==> src/rtl/multicycle_ctrl.sv <==
`default_nettype none
// ============================================================================
// Module   : multicycle_ctrl
// Purpose  : Multi-cycle control FSM for an RV32I core. Sequences
//            FETCH -> DECODE -> EXEC -> [MEM] -> [WB] over a shared datapath
//            with a single variable-latency memory port (req/ready).
// Ports    : i_clk, i_rst         clock, synchronous active-high reset
//            i_inst               instruction register contents
//            i_mem_ready          memory completes the current request
//            i_branch_taken       comparator result, meaningful in EXEC
//            o_mem_req/we/sel     memory request, store enable, address source
//            o_ir_we, o_pc_we     instruction register / PC load strobes
//            o_pc_sel             next PC: 00 PC+4, 01 PC+imm, 10 ALU & ~1
//            o_format             one-hot immediate format [0]R..[5]J
//            o_alu_a_sel/b_sel    ALU operand selects
//            o_rf_we, o_wb_sel    register write strobe / writeback source
//            o_retire             one-cycle pulse per completed instruction
//            o_halt, o_illegal    halted / halted on illegal opcode (sticky)
//            o_state              FSM state for debug
// Revision : 1.0 - initial release
// ============================================================================
module multicycle_ctrl #(
  parameter bit HALT_ON_ILLEGAL = 1'b1
) (
  input  logic        i_clk,
  input  logic        i_rst,
  input  logic [31:0] i_inst,
  input  logic        i_mem_ready,
  input  logic        i_branch_taken,
  output logic        o_mem_req,
  output logic        o_mem_we,
  output logic        o_mem_sel,
  output logic        o_ir_we,
  output logic        o_pc_we,
  output logic [1:0]  o_pc_sel,
  output logic [5:0]  o_format,
  output logic [1:0]  o_alu_a_sel,
  output logic        o_alu_b_sel,
  output logic        o_rf_we,
  output logic [1:0]  o_wb_sel,
  output logic        o_retire,
  output logic        o_halt,
  output logic        o_illegal,
  output logic [2:0]  o_state
);

  typedef enum logic [2:0] {
    S_FETCH  = 3'd0,
    S_DECODE = 3'd1,
    S_EXEC   = 3'd2,
    S_MEM    = 3'd3,
    S_WB     = 3'd4,
    S_HALT   = 3'd5
  } state_e;

  localparam logic [6:0] OPC_LUI    = 7'b0110111;
  localparam logic [6:0] OPC_AUIPC  = 7'b0010111;
  localparam logic [6:0] OPC_JAL    = 7'b1101111;
  localparam logic [6:0] OPC_JALR   = 7'b1100111;
  localparam logic [6:0] OPC_BRANCH = 7'b1100011;
  localparam logic [6:0] OPC_LOAD   = 7'b0000011;
  localparam logic [6:0] OPC_STORE  = 7'b0100011;
  localparam logic [6:0] OPC_OPIMM  = 7'b0010011;
  localparam logic [6:0] OPC_OP     = 7'b0110011;
  localparam logic [6:0] OPC_MISC   = 7'b0001111;
  localparam logic [6:0] OPC_SYSTEM = 7'b1110011;

  state_e state_q, state_d;
  logic   illegal_q, illegal_d;

  logic [6:0] opcode;
  logic is_lui, is_auipc, is_jal, is_jalr, is_branch, is_load, is_store;
  logic is_opimm, is_op, is_misc, is_system, is_illegal;
  logic unused_inst_hi;

  assign opcode    = i_inst[6:0];
  assign is_lui    = (opcode == OPC_LUI);
  assign is_auipc  = (opcode == OPC_AUIPC);
  assign is_jal    = (opcode == OPC_JAL);
  assign is_jalr   = (opcode == OPC_JALR);
  assign is_branch = (opcode == OPC_BRANCH);
  assign is_load   = (opcode == OPC_LOAD);
  assign is_store  = (opcode == OPC_STORE);
  assign is_opimm  = (opcode == OPC_OPIMM);
  assign is_op     = (opcode == OPC_OP);
  assign is_misc   = (opcode == OPC_MISC);
  assign is_system = (opcode == OPC_SYSTEM);
  assign is_illegal = ~(is_lui | is_auipc | is_jal | is_jalr | is_branch | is_load |
                        is_store | is_opimm | is_op | is_misc | is_system);

  // Only the opcode field steers control; the rest of the word feeds the datapath.
  assign unused_inst_hi = ^i_inst[31:7];

  // Immediate format is decoded from the IR in every state.
  always_comb begin
    o_format = 6'b000001;
    if (is_lui | is_auipc)                               o_format = 6'b010000;
    else if (is_jal)                                     o_format = 6'b100000;
    else if (is_jalr | is_load | is_opimm | is_misc | is_system) o_format = 6'b000010;
    else if (is_branch)                                  o_format = 6'b001000;
    else if (is_store)                                   o_format = 6'b000100;
  end

  // Per-class ALU operand selects, driven in EXEC and held through MEM.
  logic [1:0] cls_a_sel;
  logic       cls_b_sel;
  assign cls_a_sel = is_lui ? 2'b10 : (is_auipc ? 2'b01 : 2'b00);
  assign cls_b_sel = is_lui | is_auipc | is_opimm | is_jalr | is_load | is_store;

  // Raw strobes before reset gating.
  logic mem_req_raw, mem_we_raw, ir_we_raw, pc_we_raw, rf_we_raw, retire_raw;

  always_comb begin
    state_d     = state_q;
    illegal_d   = illegal_q;
    mem_req_raw = 1'b0;
    mem_we_raw  = 1'b0;
    ir_we_raw   = 1'b0;
    pc_we_raw   = 1'b0;
    rf_we_raw   = 1'b0;
    retire_raw  = 1'b0;
    o_mem_sel   = 1'b0;
    o_pc_sel    = 2'b00;
    o_alu_a_sel = 2'b00;
    o_alu_b_sel = 1'b0;
    o_wb_sel    = 2'b00;
    o_halt      = 1'b0;

    case (state_q)
      S_FETCH: begin
        mem_req_raw = 1'b1;
        if (i_mem_ready) begin
          ir_we_raw = 1'b1;
          state_d   = S_DECODE;
        end
      end

      S_DECODE: begin
        if (is_system) begin
          state_d = S_HALT;
        end else if (is_illegal && HALT_ON_ILLEGAL) begin
          state_d   = S_HALT;
          illegal_d = 1'b1;
        end else begin
          state_d = S_EXEC;
        end
      end

      S_EXEC: begin
        o_alu_a_sel = cls_a_sel;
        o_alu_b_sel = cls_b_sel;
        if (is_branch) begin
          pc_we_raw  = 1'b1;
          o_pc_sel   = i_branch_taken ? 2'b01 : 2'b00;
          retire_raw = 1'b1;
          state_d    = S_FETCH;
        end else if (is_jal) begin
          rf_we_raw  = 1'b1;
          o_wb_sel   = 2'b10;
          pc_we_raw  = 1'b1;
          o_pc_sel   = 2'b01;
          retire_raw = 1'b1;
          state_d    = S_FETCH;
        end else if (is_jalr) begin
          // rd gets the old PC+4: RF and PC are written on the same edge.
          rf_we_raw  = 1'b1;
          o_wb_sel   = 2'b10;
          pc_we_raw  = 1'b1;
          o_pc_sel   = 2'b10;
          retire_raw = 1'b1;
          state_d    = S_FETCH;
        end else if (is_load | is_store) begin
          state_d = S_MEM;
        end else if (is_op | is_opimm | is_lui | is_auipc) begin
          state_d = S_WB;
        end else begin
          // MISC-MEM, or an unknown opcode when not halting on it: retire as no-op.
          pc_we_raw  = 1'b1;
          retire_raw = 1'b1;
          state_d    = S_FETCH;
        end
      end

      S_MEM: begin
        mem_req_raw = 1'b1;
        mem_we_raw  = is_store;
        o_mem_sel   = 1'b1;
        o_alu_a_sel = cls_a_sel;
        o_alu_b_sel = cls_b_sel;
        if (i_mem_ready) begin
          if (is_store) begin
            pc_we_raw  = 1'b1;
            retire_raw = 1'b1;
            state_d    = S_FETCH;
          end else begin
            state_d = S_WB;
          end
        end
      end

      S_WB: begin
        rf_we_raw  = 1'b1;
        o_wb_sel   = is_load ? 2'b01 : 2'b00;
        pc_we_raw  = 1'b1;
        retire_raw = 1'b1;
        state_d    = S_FETCH;
      end

      S_HALT: begin
        o_halt = 1'b1;
      end

      default: begin
        state_d = S_FETCH;
      end
    endcase
  end

  // Reset suppresses every strobe combinationally, so a reset landing in MEM
  // withdraws the request (and any store) in that very cycle.
  assign o_mem_req = mem_req_raw & ~i_rst;
  assign o_mem_we  = mem_we_raw  & ~i_rst;
  assign o_ir_we   = ir_we_raw   & ~i_rst;
  assign o_pc_we   = pc_we_raw   & ~i_rst;
  assign o_rf_we   = rf_we_raw   & ~i_rst;
  assign o_retire  = retire_raw  & ~i_rst;

  assign o_illegal = illegal_q;
  assign o_state   = state_q;

  always_ff @(posedge i_clk) begin
    if (i_rst) begin
      state_q   <= S_FETCH;
      illegal_q <= 1'b0;
    end else begin
      state_q   <= state_d;
      illegal_q <= illegal_d;
    end
  end

endmodule
`default_nettype wire
==> config.mk <==
export PLATFORM = sky130hd
export DESIGN_NAME = multicycle_ctrl
export DESIGN_NICKNAME = d
export VERILOG_FILES = /design/src/rtl/multicycle_ctrl.sv
export SDC_FILE = /design/constraint.sdc
export NUM_CORES = 1
export LEC_CHECK = 0
export BUFFER_PORTS_ARGS = -buffer_cell sky130_fd_sc_hd__buf_2
export CAP_MARGIN = 25
export CORE_MARGIN = 8
export CORE_UTILIZATION = 39
export CTS_BUF_LIST = sky130_fd_sc_hd__clkbuf_8 sky130_fd_sc_hd__clkbuf_16
export DETAILED_ROUTE_END_ITERATION = 10
export PLACE_DENSITY = 0.85
export SLEW_MARGIN = 5
export SYNTH_ARGS = -nofsm -noshare
export SYNTH_HDL_FRONTEND = slang
export SYNTH_SLANG_ARGS = --single-unit
==> constraint.sdc <==
create_clock -name i_clk -period 5 [get_ports i_clk]
set_clock_uncertainty 0.15 [all_clocks]
set_input_delay 1 -clock i_clk [delete_from_list [all_inputs] [get_ports i_clk]]
set_output_delay 1 -clock i_clk [all_outputs]
set_load 0.02 [all_outputs]
# Word-level counts from Yosys, hierarchy flattened

Cells that the tools add are included.
W data, S select, Z words.

Register bits after elaboration: 4
Bits of input ports: 36
Word-level logic and storage cells: 103

Equality and inequality tests: 18
Muxes and demuxes: 47
Bitwise operators: 31
Reductions and logical operators: 5

Operator list:

| cell                 | count |
|---|---|
| $mux W3              | 11 |
| $eq A7 B7 Y1 const B | 4 |
| $or A1 B1 Y1         | 22 |
| $eq A7 B6 Y1 const B | 3 |
| $mux W1              | 20 |
| $mux W2              | 8 |
| $pmux W3 S5          | 1 |
| $eq A7 B5 Y1 const B | 2 |
| $mux W6              | 2 |
| $mux W4              | 2 |
| $eq A7 B2 Y1 const B | 1 |
| $eq A7 B4 Y1 const B | 1 |
| $eq A3 B2 Y1 const B | 2 |
| $eq A3 B3 Y1 const B | 2 |
| $reduce_and A3 Y1    | 2 |
| $and A1 B1 Y1        | 5 |
| $ne A2 B2 Y1 const B | 2 |
| $not A1 Y1           | 4 |
| $pmux W2 S2          | 1 |
| $reduce_or A2 Y1     | 2 |
| $eq A3 B1 Y1 const B | 1 |
| $logic_not A3 Y1     | 1 |
| $pmux W1 S3          | 1 |
| $pmux W1 S2          | 1 |

# Longest topological paths before layout

Word-level depth: 14
Mapped depth: 7
Mapped depth without buffers: 4

# Worst setup path before layout

No wires, ideal clock.

Path type: input to output
Start point: input i_inst[4]
End point: output o_retire
Data arrival time: 2179 ps
Data required time: 3850 ps
Setup slack: 1671 ps
Stages on the path: 6
Path buffers: 2
Cells stage by stage: buf_4 nor2_1 nand4_1 o31ai_1 and3_1 buf_4

Word-level cells in the longest chain between the ends: 11

Ends and longest elaborated chain:

| item                                         | RTL line | text |
|---|---|---|
| start, declared                              | 27       | `input logic [31:0] i_inst,` |
| $eq A7 B6 Y1 or $eq A7 B5 Y1 (tied branches) | 85, 84   |  |
| $or A1 B1 Y1 (3 in series)                   | 174      | `end else if (is_op \| is_opimm \| is_lui \| is_auipc) begin` |
| $mux W1 (5 in series)                        | -        |  |
| $pmux W1 S3 *                                | -        |  |
| $and A1 B1 Y1 *                              | -        |  |
| end, declared                                | 41       | `output logic o_retire,` |

Every way passes the cells marked *; elsewhere a longest branch is shown, timed or not.

# Worst setup path after layout

Start point: input i_inst[3]
End point: output o_pc_we

Word-level cells in the longest chain between the ends: 11

Ends and longest elaborated chain:

| item                                         | RTL line | text |
|---|---|---|
| $eq A7 B6 Y1 or $eq A7 B5 Y1 (tied branches) | 85, 84   |  |
| $or A1 B1 Y1 (3 in series)                   | 174      |  |
| $mux W1                                      | 174      |  |
| $mux W1                                      | 172      | `end else if (is_load \| is_store) begin` |
| $mux W1                                      | 164      | `end else if (is_jalr) begin` |
| $mux W1                                      | 157      | `end else if (is_jal) begin` |
| $mux W1                                      | 152      | `if (is_branch) begin` |
| $pmux W1 S3 *                                | 129      | `case (state_q)` |
| $and A1 B1 Y1 *                              | 224      | `assign o_pc_we = pc_we_raw & ~i_rst;` |
| end, declared                                | 34       | `output logic o_pc_we,` |

Marked as above.

==> impl_metrics.json <==
{
  "crit_path_end_kind": "output pin",
  "ctsHoldBuffers": 0,
  "gp_congestion": 0.859,
  "synthSimpleGateAreaFrac_pct": 41.3,
  "fillers": 154,
  "cts_root_buf": "clkbuf_8",
  "n_antenna_cell": 0,
  "synth.distinct_cells": 41,
  "dp_hpwl_um": 1690,
  "synth_top_family_by_area": "simple AND/OR/NAND/NOR gates",
  "rsz0062_at_grt": "false",
  "clock-sinks": 4,
  "crit_path_start_kind": "input port",
  "whs_ns": 0.330,
  "syn_to_final_growth_pct": 28.8,
  "setup_violations": 0,
  "outcome": "completed",
  "ys.warnings.count": 0,
  "path_max_fanout": 12,
  "clkLatencyLatePin_ns": 0.21,
  "synth-edff-count": 0,
  "timing_worst_setup_path_type": "in -> out",
  "grt.overflow.total": 0,
  "post_cts_buffers": 0,
  "drive_gt1_share_pct": 33.1,
  "nNetsFinal": 168,
  "synth_top_cell_by_area": "dfxtp_1",
  "power.leakage_nw": 0.468,
  "dpl.cell_count": 143,
  "async_flop_share_pct": 0,
  "clk_path_buf_depth": 2,
  "initial_core_util_pct": 42.0,
  "die_w_um": 56.8,
  "fin_crit_sh_pct": 72.4,
  "dieArea_um2": 3220,
  "netlist_area_um2": 648,
  "grt_pass1_vias": 838,
  "setup-tns-final_ns": 0,
  "synth_area_leaders": "dfxtp_1 12%, nor2_1 8.7%, a21oi_1 4.6%",
  "cts_buffers": 3,
  "vias": 874,
  "required_ns": 3.85,
  "htreeDepth": 1,
  "io_buffers": 35,
  "synthMuxAreaShare_pct": 3.86,
  "drcViolationCount": 0,
  "synthesis.nets": 136,
  "antenna_found_initial": 0,
  "slew_headroom_pct": 68.4,
  "synth_top_area_share_pct": 12.4,
  "synth-xor-area-share_pct": 0,
  "routed_wl_um": 2180,
  "multiInputGateArea_um2": 488,
  "hold_path_class": "reg -> reg",
  "core_um2": 1540,
  "timing.final.hold_violations": 0,
  "slew_violations": 0,
  "regArea_um2": 80.1,
  "drt-pass1-iter-count": 4,
  "synth_compound_area_share_pct": 30.1,
  "fin_crit_ns": 3.62,
  "avgSynthCellArea_um2": 6.48,
  "final_cells": 146,
  "synth_fa_ha_area_share_pct": 0,
  "ys_seq_area_share_pct": 12.4,
  "finalPower_mw": 0.190,
  "power.density_nw_per_um2": 228,
  "cp.arrival_ns": 2.47,
  "die_y_um": 56.8,
  "clkSlewWorstSetupHoldPaths_ns": 0.03,
  "viasPerCell": 5.99,
  "grt_use_total_pct": 13.8,
  "io_pins": 61,
  "cap_violations": 0,
  "ir_drop_v": 0.000147,
  "grt_start_max_net_pins": 15,
  "rows": 14,
  "cts_tree": "built",
  "routedWlPerCell_um": 14.9,
  "fmax_mhz": 276,
  "synth-seq-cells": 4,
  "grt_pass1_wl_um": 3770,
  "postRouteAntennaNets": 0,
  "drt-initial-drc-count": 43,
  "synth_cells": 100,
  "synthFlopType": "dfxtp_1",
  "cts_resized": 0,
  "tightest_slew_ns": 0.473
}
[layout by cell type, fill, tap and decap left out, types with 2 or more instances in the layout]
cell       n
clkbuf_8   3
nand2_1    5
nand2b_1   4
dfxtp_1    4
a21oi_1    6
nor2b_1    3
nor3_1     4
o21ai_0    5
nor4_1     2
inv_1      7
buf_2     35
and3_1     4
nor2_1    15
nand3_1    6
o211ai_1   2
a22oi_1    2
[layer usage]
metal / global-route usage (%) / up-vias / wire length [um]
met2: 21.9 / 54 / 1060
met1: 14.3 / 391 / 818
met3: 6.52 / 6 / 244
li1: - / 423 / -
met5: 0 / - / 0
met4: 8.05 / 0 / 51
[cells in the mapped netlist (2+ instances only)]
cell type / count
nand2_1: 5
nor2_1: 15
o211ai_1: 2
inv_1: 7
a21oi_1: 6
o21ai_0: 5
buf_2: 4
nand2b_1: 4
nand3_1: 6
dfxtp_1: 4
nor2b_1: 3
and3_1: 4
a22oi_1: 2
nor4_1: 2
buf_4: 2
nor3_1: 4
[registers in the layout, indices dropped and copies added (netlist names)]
signal / cells
o_state: 3
o_illegal: 1
[final cells by class]
cell class,instances,share of cell area (%)
well taps,16,2.40
inverters,8,3.60
repair buffers,35,21.0
clock buffers,3,4.95
multi-input cells,80,58.5
flip-flops and latches,4,9.60
[stage by stage]
stage / setup WS (ns) / cell area [um2] / util, %
after CTS: 1.42 / 835 / 54.1
after floorplan: 1.67 / 648 / -
after detailed placement: 1.41 / 793 / 51.5
after global placement: 1.50 / 793 / 51.5
after global routing: 1.25 / 835 / 54.1
final: 1.38 / 835 / 54.1
[cell families after synthesis]
kind of cell | Yosys count
flip-flops | 4
AND/OR/NAND/NOR | 50
buffers and inverters | 16
AO/OA/AOI/OAI | 28
multiplexers | 2
[power by group]
group / leakage (nW) / internal, mW / switching, mW
logic: 0.414 / 0.0288 / 0.0512
clock network: 0.0216 / 0.0512 / 0.0155
registers: 0.0329 / 0.0369 / 0.00642
[worst max-delay path, stage by stage]
cell and delay (ns):
buf_2 0.16, nor2_1 0.41, nand4_1 0.26, o31ai_1 0.28
and3_1 0.19, buf_2 0.16
[final timing paths]
| check | startpoint | endpoint | slack (ns) | depth (start not counted) |
|---|---|---|---|---|
| worst min-delay path | o_illegal | o_illegal | 0.33 | 1 |
| worst max register to register | o_state[1] | o_state[2] | 3.47 | 4 |
| worst min register to register | o_illegal | o_illegal | 0.33 | 1 |
| worst max-delay path | i_inst[3] | o_pc_we | 1.38 | 6 |
No activity file was read; power rests on OpenSTA's default activity.
